## src/rtl/gups_pkg.sv

```systemverilog
// Shared types, constants and LFSR helpers for the GUPS read-modify-write engine.
package gups_pkg;

    localparam int unsigned LFSR_W = 16;
    localparam logic [LFSR_W-1:0] LFSR_TAPS = 16'hB400;

    localparam logic [1:0] MODE_INC = 2'd0;
    localparam logic [1:0] MODE_XOR = 2'd1;
    localparam logic [1:0] MODE_ADD = 2'd2;

    typedef enum logic [2:0] {
        IDLE,
        RD,
        MOD,
        WR,
        NEXT,
        DONE
    } state_t;

    // An all-zero Galois LFSR is stuck, so a zero seed is replaced by 1.
    function automatic logic [LFSR_W-1:0] lfsr_fix_seed(input logic [LFSR_W-1:0] s);
        return (s == '0) ? LFSR_W'(1) : s;
    endfunction

    function automatic logic [LFSR_W-1:0] lfsr_advance(input logic [LFSR_W-1:0] v);
        return (v >> 1) ^ (v[0] ? LFSR_TAPS : '0);
    endfunction

endpackage

```

## src/rtl/gups_lfsr16.sv

```systemverilog
// One 16-bit Galois LFSR lane: loadable seed, single-step advance.
module gups_lfsr16
    import gups_pkg::*;
(
    input  logic              clk,
    input  logic              rst,
    input  logic              load,
    input  logic [LFSR_W-1:0] seed,
    input  logic              step,
    output logic [LFSR_W-1:0] value
);

    always_ff @(posedge clk or negedge rst) begin
        if (!rst) begin
            value <= '0;
        end else if (load) begin
            value <= lfsr_fix_seed(seed);
        end else if (step) begin
            value <= lfsr_advance(value);
        end
    end

endmodule

```

## src/rtl/gups_update_engine.sv

```systemverilog
// Random-address read-modify-write engine driving a req/wr/rdy memory port.
module gups_update_engine
    import gups_pkg::*;
#(
    parameter int unsigned DATA_W   = 64,
    parameter int unsigned ADDR_W   = 64,
    parameter int unsigned NUM_LFSR = 4,
    parameter int unsigned CNT_W    = 32
) (
    input  logic                       clk,
    input  logic                       rst,
    input  logic                       start,
    input  logic [1:0]                 mode,
    input  logic [CNT_W-1:0]           num_updates,
    input  logic [LFSR_W*NUM_LFSR-1:0] seed,
    input  logic [ADDR_W-1:0]          range,
    output logic [ADDR_W-1:0]          addr,
    output logic [DATA_W-1:0]          dout,
    input  logic [DATA_W-1:0]          din,
    output logic                       req,
    output logic                       wr,
    input  logic                       rdy,
    output logic                       busy,
    output logic                       done,
    output logic [CNT_W-1:0]           upd_count
);

    localparam int unsigned RND_W = LFSR_W * NUM_LFSR;

    state_t             state, state_next;
    logic [RND_W-1:0]   rnd, seed_fix;
    logic               lane_load, lane_step;
    logic [1:0]         mode_q, mode_n;
    logic [CNT_W-1:0]   num_q, num_n, cnt_n;
    logic [ADDR_W-1:0]  range_q, range_n, addr_n;
    logic [DATA_W-1:0]  din_q, din_n, dout_n, rnd_d;
    logic               req_n, wr_n, busy_n, done_n;

    for (genvar g = 0; g < NUM_LFSR; g++) begin : g_lane
        gups_lfsr16 u_lfsr (
            .clk   (clk),
            .rst   (rst),
            .load  (lane_load),
            .seed  (seed[g*LFSR_W +: LFSR_W]),
            .step  (lane_step),
            .value (rnd[g*LFSR_W +: LFSR_W])
        );
    end

    // Lanes load on the same edge that issues the first read, so its address uses the fixed seeds.
    always_comb begin
        seed_fix = '0;
        for (int unsigned i = 0; i < NUM_LFSR; i++) begin
            seed_fix[i*LFSR_W +: LFSR_W] = lfsr_fix_seed(seed[i*LFSR_W +: LFSR_W]);
        end
    end

    assign rnd_d = DATA_W'(rnd);

    always_ff @(posedge clk or negedge rst) begin
        if (!rst) begin
            state <= IDLE;
        end else begin
            state <= state_next;
        end
    end

    always_comb begin
        state_next = state;
        mode_n     = mode_q;
        num_n      = num_q;
        range_n    = range_q;
        din_n      = din_q;
        addr_n     = addr;
        dout_n     = dout;
        req_n      = 1'b0;
        wr_n       = wr;
        busy_n     = busy;
        done_n     = done;
        cnt_n      = upd_count;
        lane_load  = 1'b0;
        lane_step  = 1'b0;
        unique case (state)
            IDLE: begin
                if (start) begin
                    mode_n    = mode;
                    num_n     = num_updates;
                    range_n   = range;
                    lane_load = 1'b1;
                    cnt_n     = '0;
                    if (num_updates == '0) begin
                        state_next = DONE;
                        busy_n     = 1'b0;
                        done_n     = 1'b1;
                    end else begin
                        state_next = RD;
                        busy_n     = 1'b1;
                        req_n      = 1'b1;
                        wr_n       = 1'b0;
                        addr_n     = ADDR_W'(seed_fix) & range;
                    end
                end
            end
            RD: begin
                req_n = 1'b1;
                if (rdy) begin
                    din_n      = din;
                    req_n      = 1'b0;
                    state_next = MOD;
                end
            end
            MOD: begin
                case (mode_q)
                    MODE_XOR: dout_n = din_q ^ rnd_d;
                    MODE_ADD: dout_n = din_q + rnd_d;
                    default:  dout_n = din_q + DATA_W'(1);
                endcase
                req_n      = 1'b1;
                wr_n       = 1'b1;
                state_next = WR;
            end
            WR: begin
                req_n = 1'b1;
                if (rdy) begin
                    req_n      = 1'b0;
                    lane_step  = 1'b1;
                    cnt_n      = (upd_count == '1) ? upd_count : upd_count + CNT_W'(1);
                    state_next = NEXT;
                end
            end
            NEXT: begin
                if (upd_count == num_q) begin
                    state_next = DONE;
                    busy_n     = 1'b0;
                    done_n     = 1'b1;
                end else begin
                    state_next = RD;
                    req_n      = 1'b1;
                    wr_n       = 1'b0;
                    addr_n     = ADDR_W'(rnd) & range_q;
                end
            end
            DONE: begin
                if (!start) begin
                    state_next = IDLE;
                    done_n     = 1'b0;
                end
            end
            default: state_next = IDLE;
        endcase
    end

    always_ff @(posedge clk or negedge rst) begin
        if (!rst) begin
            mode_q    <= '0;
            num_q     <= '0;
            range_q   <= '0;
            din_q     <= '0;
            addr      <= '0;
            dout      <= '0;
            req       <= 1'b0;
            wr        <= 1'b0;
            busy      <= 1'b0;
            done      <= 1'b0;
            upd_count <= '0;
        end else begin
            mode_q    <= mode_n;
            num_q     <= num_n;
            range_q   <= range_n;
            din_q     <= din_n;
            addr      <= addr_n;
            dout      <= dout_n;
            req       <= req_n;
            wr        <= wr_n;
            busy      <= busy_n;
            done      <= done_n;
            upd_count <= cnt_n;
        end
    end

endmodule

```

## config.mk

```make
export PLATFORM = sky130hd
export DESIGN_NAME = gups_update_engine
export DESIGN_NICKNAME = d
export VERILOG_FILES = /design/src/rtl/gups_pkg.sv /design/src/rtl/gups_lfsr16.sv /design/src/rtl/gups_update_engine.sv
export SDC_FILE = /design/constraint.sdc
export NUM_CORES = 1
export LEC_CHECK = 0
export BUFFER_PORTS_ARGS = -buffer_cell sky130_fd_sc_hd__buf_4
export CAP_MARGIN = 5
export CORE_MARGIN = 4
export CORE_UTILIZATION = 40
export CTS_CLUSTER_SIZE = 14
export DETAILED_ROUTE_END_ITERATION = 8
export PLACE_DENSITY = 0.7
export SLEW_MARGIN = 25
export SYNTH_ARGS = -nofsm -noshare
export SYNTH_HDL_FRONTEND = slang
export SYNTH_SLANG_ARGS = --single-unit
export TNS_END_PERCENT = 5
```

## constraint.sdc

```tcl
create_clock -name clk -period 9.7 [get_ports clk]
set_input_delay 2.91 -clock clk [delete_from_list [all_inputs] [get_ports clk]]
set_output_delay 2.91 -clock clk [all_outputs]
set_load 0.1 [all_outputs]
```

# Yosys cells after proc, flatten, opt, wreduce, memory -nomap -nowiden

Cells that the tools add are included.

Bits in registers: 393
Input bits: 230
Output and inout bits: 164
Logic and storage cells: 117

Add/subtract/negate cells: 3
Eq/ne operators: 18
Mux-type cells: 53
Bitwise gates (word level): 7
Reductions and logical operators: 20

Operators with widths:

| kind                  | number |
|---|---|
| $mux 16               | 16 |
| $pmux 64 s2           | 2 |
| $mux 64               | 3 |
| $and 64x64->64        | 2 |
| $mux 32               | 3 |
| $add 64x1->64 const B | 1 |
| $add 64x64->64        | 1 |
| $logic_not 16->1      | 4 |
| $pmux 32 s2           | 1 |
| $xor 15x16->16        | 4 |
| $xor 64x64->64        | 1 |
| $add 32x1->32 const B | 1 |
| $eq 32x32->1          | 1 |
| $eq 32x32->1 const B  | 1 |
| $logic_not 32->1      | 1 |
| $mux 3                | 6 |
| $ne 2x2->1 const B    | 9 |
| $pmux 3 s6            | 1 |
| $mux 1                | 17 |
| $reduce_and 4->1      | 4 |
| $eq 3x2->1 const B    | 2 |
| $eq 3x3->1 const B    | 2 |
| $pmux 1 s3            | 2 |
| $reduce_bool 2->1     | 3 |
| other kinds (11)      | 13 |

# Longest topological paths before layout

Word-level depth: 6
Depth in mapped cells: 16

# By module

A second synthesis with hierarchy kept.

Cells, all modules: 2364
Area total of the unflattened synthesis: 22718.0 µm²

Modules (own cells, without submodules):

| module             | times used | cells each | area each (µm²) | sequential area each (µm²) |
|---|---|---|---|---|
| gups_update_engine | 1          | 2052       | 19364.8         | 8232.9 |
| gups_lfsr16        | 4          | 78         | 838.3           | 400.4 |

# Worst setup path after synthesis

Ideal clock, no wire load.

Path kind: input -> register
Start: input start
End: register upd_count[27]
Arrival time: 4.585 ns
Required time: 9.622 ns
Setup slack: 5.037 ns
Stages on the path: 7
Cell sequence: clkbuf_1 and3_1 clkbuf_1 o211ai_1 or4_1 or3_1 a21oi_1

Cells in the longest elaborated chain, start to end: 2

RTL lines:

| element                           | RTL line                  | RTL |
|---|---|---|
| start: declaration                | gups_update_engine.sv:12  | `input logic start,` |
| $ne 2x2->1 (no source line)       | n/a                       |  |
| $reduce_and 4->1 (no source line) | n/a                       |  |
| end signal: assignment            | gups_update_engine.sv:177 | `upd_count <= cnt_n;` |
| end: declaration                  | gups_update_engine.sv:25  | `output logic [CNT_W-1:0] upd_count` |

No other way between the ends.
A chain may end at the register's enable or synchronous reset.

# Final worst setup path

Start: input start
End: register upd_count[22]

Same word-level chain as after synthesis.

==> summary.md <==
The flow ran to the end, and the final reports show no timing, DRC or antenna violations. Nature of the critical path startpoint: an input port. The tree is rooted in a sky130_fd_sc_hd__clkbuf_16. In this run the worst hold path is classified as reg -> reg. The count of H-tree levels built during CTS was 2; the half-perimeter wire length of the detailed placement result was 54340 um. The number of buffers and inverters on the critical path is 2, and the number of resized instances in the post-cts repair step is 0. After synthesis, the cell types taking the most area are sky130_fd_sc_hd__dfrtp_1, sky130_fd_sc_hd__nand2_1, sky130_fd_sc_hd__xnor2_1. The slowest stage of the critical path is the sky130_fd_sc_hd__buf_4 cell. The floorplan die height is 243.6 um, and the count of pins over their slew limit is 0. The worst slack at placement is 3.872 ns. Most numerous cell on the critical path: sky130_fd_sc_hd__buf_4.

Setup total negative slack on the finished layout was measured at 0 ns. The share of power burned in the clock network was 16.2%. In this run the most critical hold path is launched from range_q[5]. The switching share of total power came out at 52.21%. Once the floorplan was initialized, standard cells occupied 40.37% of the core. The global routing usage summed across all routing layers was 24.33%.

When the netlist entered floorplanning its net count stood at 2840. The buffers inserted during post-CTS setup optimization was 0; the weighted congestion reported at the end of routability-driven placement was 0.9389. Entering global routing, the biggest net connects 165 pins. TritonCTS built the clock tree. The run gives 3 as the buffer depth of the longest clock path.

The critical path goes through buf_4, and3_4, buf_4, nor2_1, or2_2, or3_1, a21oi_1. The highest layer touched by signal routing is met5. The final worst clock skew came out at 0.01852 ns. The tools report the combined area of the multi-input logic cells as 11790 um^2. For this run, the number of Yosys warnings is 0. Among all flip-flop cells after synthesis, the most frequent one is sky130_fd_sc_hd__dfrtp_1. Counting flops with a built-in enable in the synthesized netlist gives 0. Data on the critical path is required at its endpoint by 10.18 ns. Synthesis inferred 393 register bits. Dividing the detail-routed via count by the number of cells gives 5.581. Async set-reset flop share out of synthesis: 100.0%.

The logs give 0 for the residual overflow from global routing and 45 for the number of buffers created by CTS. The routed wire length per instance was 20.45 um. The commonest cells after synthesis are sky130_fd_sc_hd__nand2_1, sky130_fd_sc_hd__dfrtp_1, sky130_fd_sc_hd__o21ai_0, sky130_fd_sc_hd__nor2_1, sky130_fd_sc_hd__a21oi_1. Subtracting the final worst setup slack from the clock period gives 5.308 ns.

The worst setup path is captured at a flip-flop. The tools report the number of nets with antenna violations after routing as 0. The share of power burned in registers is 29.0%. The slew at the pin closest to its max-slew limit works out to 0.9752 ns. The met3 routed wirelength is 5741 um. Clock-pin slew was measured on the worst setup and hold paths at 0.06 ns.

For this run, the detailed router's first-pass iteration total came to 5. The number of antenna violations at the first check in global routing was 7. The final-report hold violation count was 0; the total setup violations reported at the end of the flow was 0. The static leakage is 12.51 nW, and the worst max-slew margin expressed relative to the limit is 34.99%.

The logs give 0.005296 W for the internal cell power and 0.1884 GHz for the upper clock frequency limit. Input and output buffers added on the ports amount to 393. For this design the top-level I/O count stands at 394.

For the number of cells after detailed placement, the log shows 3555. The final layout contains routed wiring with a total length of 74410 um. The kind of cell adding the most delay to the critical path is simple AND/OR/NAND/NOR gates. The worst path meets setup with 4.392 ns of slack. Cells with a size suffix above 1 make up 20.66% of the layout. The highest ir drop seen on vdd is 0.0002842 V, and the wire length of the first global-routing pass is 115100 um. The tools report the starting DRC count in detailed routing as 1731. The clock net in this run drives a total of 393 sinks. The tools report the die outline area as 59320 um^2.

Setup repair after global routing left no endpoint under its margin. The most frequent cell after synthesis was sky130_fd_sc_hd__nand2_1. After synthesis, flip-flops and latches occupy 44.31% of the total area. At the later pin of the worst-skew pair, clock insertion delay measures 0.58 ns. Synthesis instantiated 80 different standard cells from the library. In the finished design, the share of the clock period the worst path needs comes to 54.73%. The startpoint of the worst setup timing path was start. The number of hold buffers added after CTS was 0.

Summing every instance area after synthesis gives 22200 um^2. For this design the ratio of total power to cell area is 405.0 nW/um^2. The met2 wire length was 33290 um; the switching power total was 0.005786 W. In this run the biggest area consumer among cell types represents 44.31% of the synthesized area.

The part of the total power dissipated in combinational logic is 54.8%, and the number of rows in the core area is 86. After synthesis, the mean cell area works out to 8.721 um^2. In this run the critical register-to-register path is launched from mode_q[1]. The biggest fanout along the worst timing path was 89; the floorplan core area was 54990 um^2. Compared with the post-synthesis result, the final layout area differs by 23.28%. For this run, design rule violations remaining after detail routing come to 0. The top cell type by total area after synthesis is sky130_fd_sc_hd__dfrtp_1. From left edge to right edge, the die measures 243.6 um. The number of violations of the max-capacitance limit is 0.

The critical path's largest stage delay came out at 0.78 ns. The final layout contains 3150 nets. The logs give 2545 for the number of standard cells after synthesis and 9834 um^2 for the register cell area after layout.

For the fill cell instance count of the final layout, the log shows 5095. The vias after detailed routing was 20310. STA puts the critical path data arrival time at 5.79 ns. After detailed routing, the wire length on met1 is 33260 um. Classification of the worst setup path: in -> reg. Final cell count without fillers: 3639.

Number of global-route vias before repair: 20030.
[flip-flops by register name, indices dropped and copies added (netlist names), 2 cells and up]
register	count
addr	64
din_q	64
dout	64
g_lane.u_lfsr.value	64
range_q	64
num_q	32
upd_count	32
state	3
mode_q	2
[layout by cell type, fill, tap and decap left out, types with 25 or more instances in the layout]
master / instances
sky130_fd_sc_hd__nand2_1: 508
sky130_fd_sc_hd__and2_1: 70
sky130_fd_sc_hd__mux2_2: 64
sky130_fd_sc_hd__a31oi_1: 72
sky130_fd_sc_hd__clkbuf_16: 45
sky130_fd_sc_hd__xor2_1: 36
sky130_fd_sc_hd__nand4_1: 31
sky130_fd_sc_hd__nor4_1: 27
sky130_fd_sc_hd__xnor2_1: 142
sky130_fd_sc_hd__buf_4: 405
sky130_fd_sc_hd__a21oi_1: 154
sky130_fd_sc_hd__nand3_1: 138
sky130_fd_sc_hd__ha_1: 64
sky130_fd_sc_hd__o21ai_0: 196
sky130_fd_sc_hd__nor3_1: 32
sky130_fd_sc_hd__dfrtp_1: 393
sky130_fd_sc_hd__inv_1: 25
sky130_fd_sc_hd__mux2i_1: 51
sky130_fd_sc_hd__nor2_1: 179
[final cells by class]
type,instances,share of cell area (%)
antenna,2,0.01829
clock buffer,61,4.774
clock inverter,20,0.9283
inverter,26,0.3567
multi-input combinational,1978,43.10
sequential,393,35.94
tap,748,3.420
timing repair buffer,411,11.46
[power groups by stage]
stage	Combinational, W	Clock (W)	Sequential (W)
3_5_place_dp	0.00605	0	0.00323
4_1_cts	0.00608	0.00184	0.00320
3_3_place_gp	0.00597	0	0.00319
2_1_floorplan	0.00277	0	0.00485
6_report	0.00607	0.00180	0.00321
5_1_grt	0.00652	0.00190	0.00330
[per-layer routing]
| metal | vias up | global-route usage, % |
|---|---|---|
| met4 | 10 | 6.785 |
| met2 | 765 | 38.14 |
| li1 | 9487 | - |
| met1 | 9905 | 34.40 |
| met3 | 141 | 5.019 |
| met5 | - | 0 |
[per-stage QoR]
stage / power (W) / utilization (%) / hold slack [ns] / cell area [um^2]
after CTS: 0.01112 / 49.69 / 0.4774 / 27320
after floorplan: 0.007611 / - / 0.4465 / 22200
final: 0.01108 / 49.76 / 0.4737 / 27360
after global routing: 0.01172 / 49.75 / 0.4952 / 27360
after global placement: 0.009164 / 46.85 / 0.4577 / 25760
after detailed placement: 0.009279 / 46.85 / 0.4629 / 25760
[final timing paths]
check	endpoint	slack, ns	depth (start not counted)
setup reg to reg	dout[58]	5.22	15
max in group asynchronous	dout[14]	6.00	2
setup / recovery	upd_count[22]	4.39	7
hold reg to reg	range_q[5]	0.47	2
hold / removal	range_q[5]	0.47	2
min in group asynchronous	range_q[52]	2.33	1
[worst min-delay path, stage by stage, from the launching register on]
cell and delay, ns:
sky130_fd_sc_hd__dfrtp_1 0.34, sky130_fd_sc_hd__nand2_1 0.05, sky130_fd_sc_hd__nand2_1 0.06
[cell families after synthesis]
group,after synthesis,synth area share [%]
XOR/XNOR,178,7.024
buffers and inverters,174,2.971
multiplexers,115,5.547
AO/OA/AOI/OAI,558,15.13
flip-flops,393,44.31
adder cells (fa/ha/maj),65,3.698
AND/OR/NAND/NOR,1062,21.32
(Power assumes the default switching activity.)
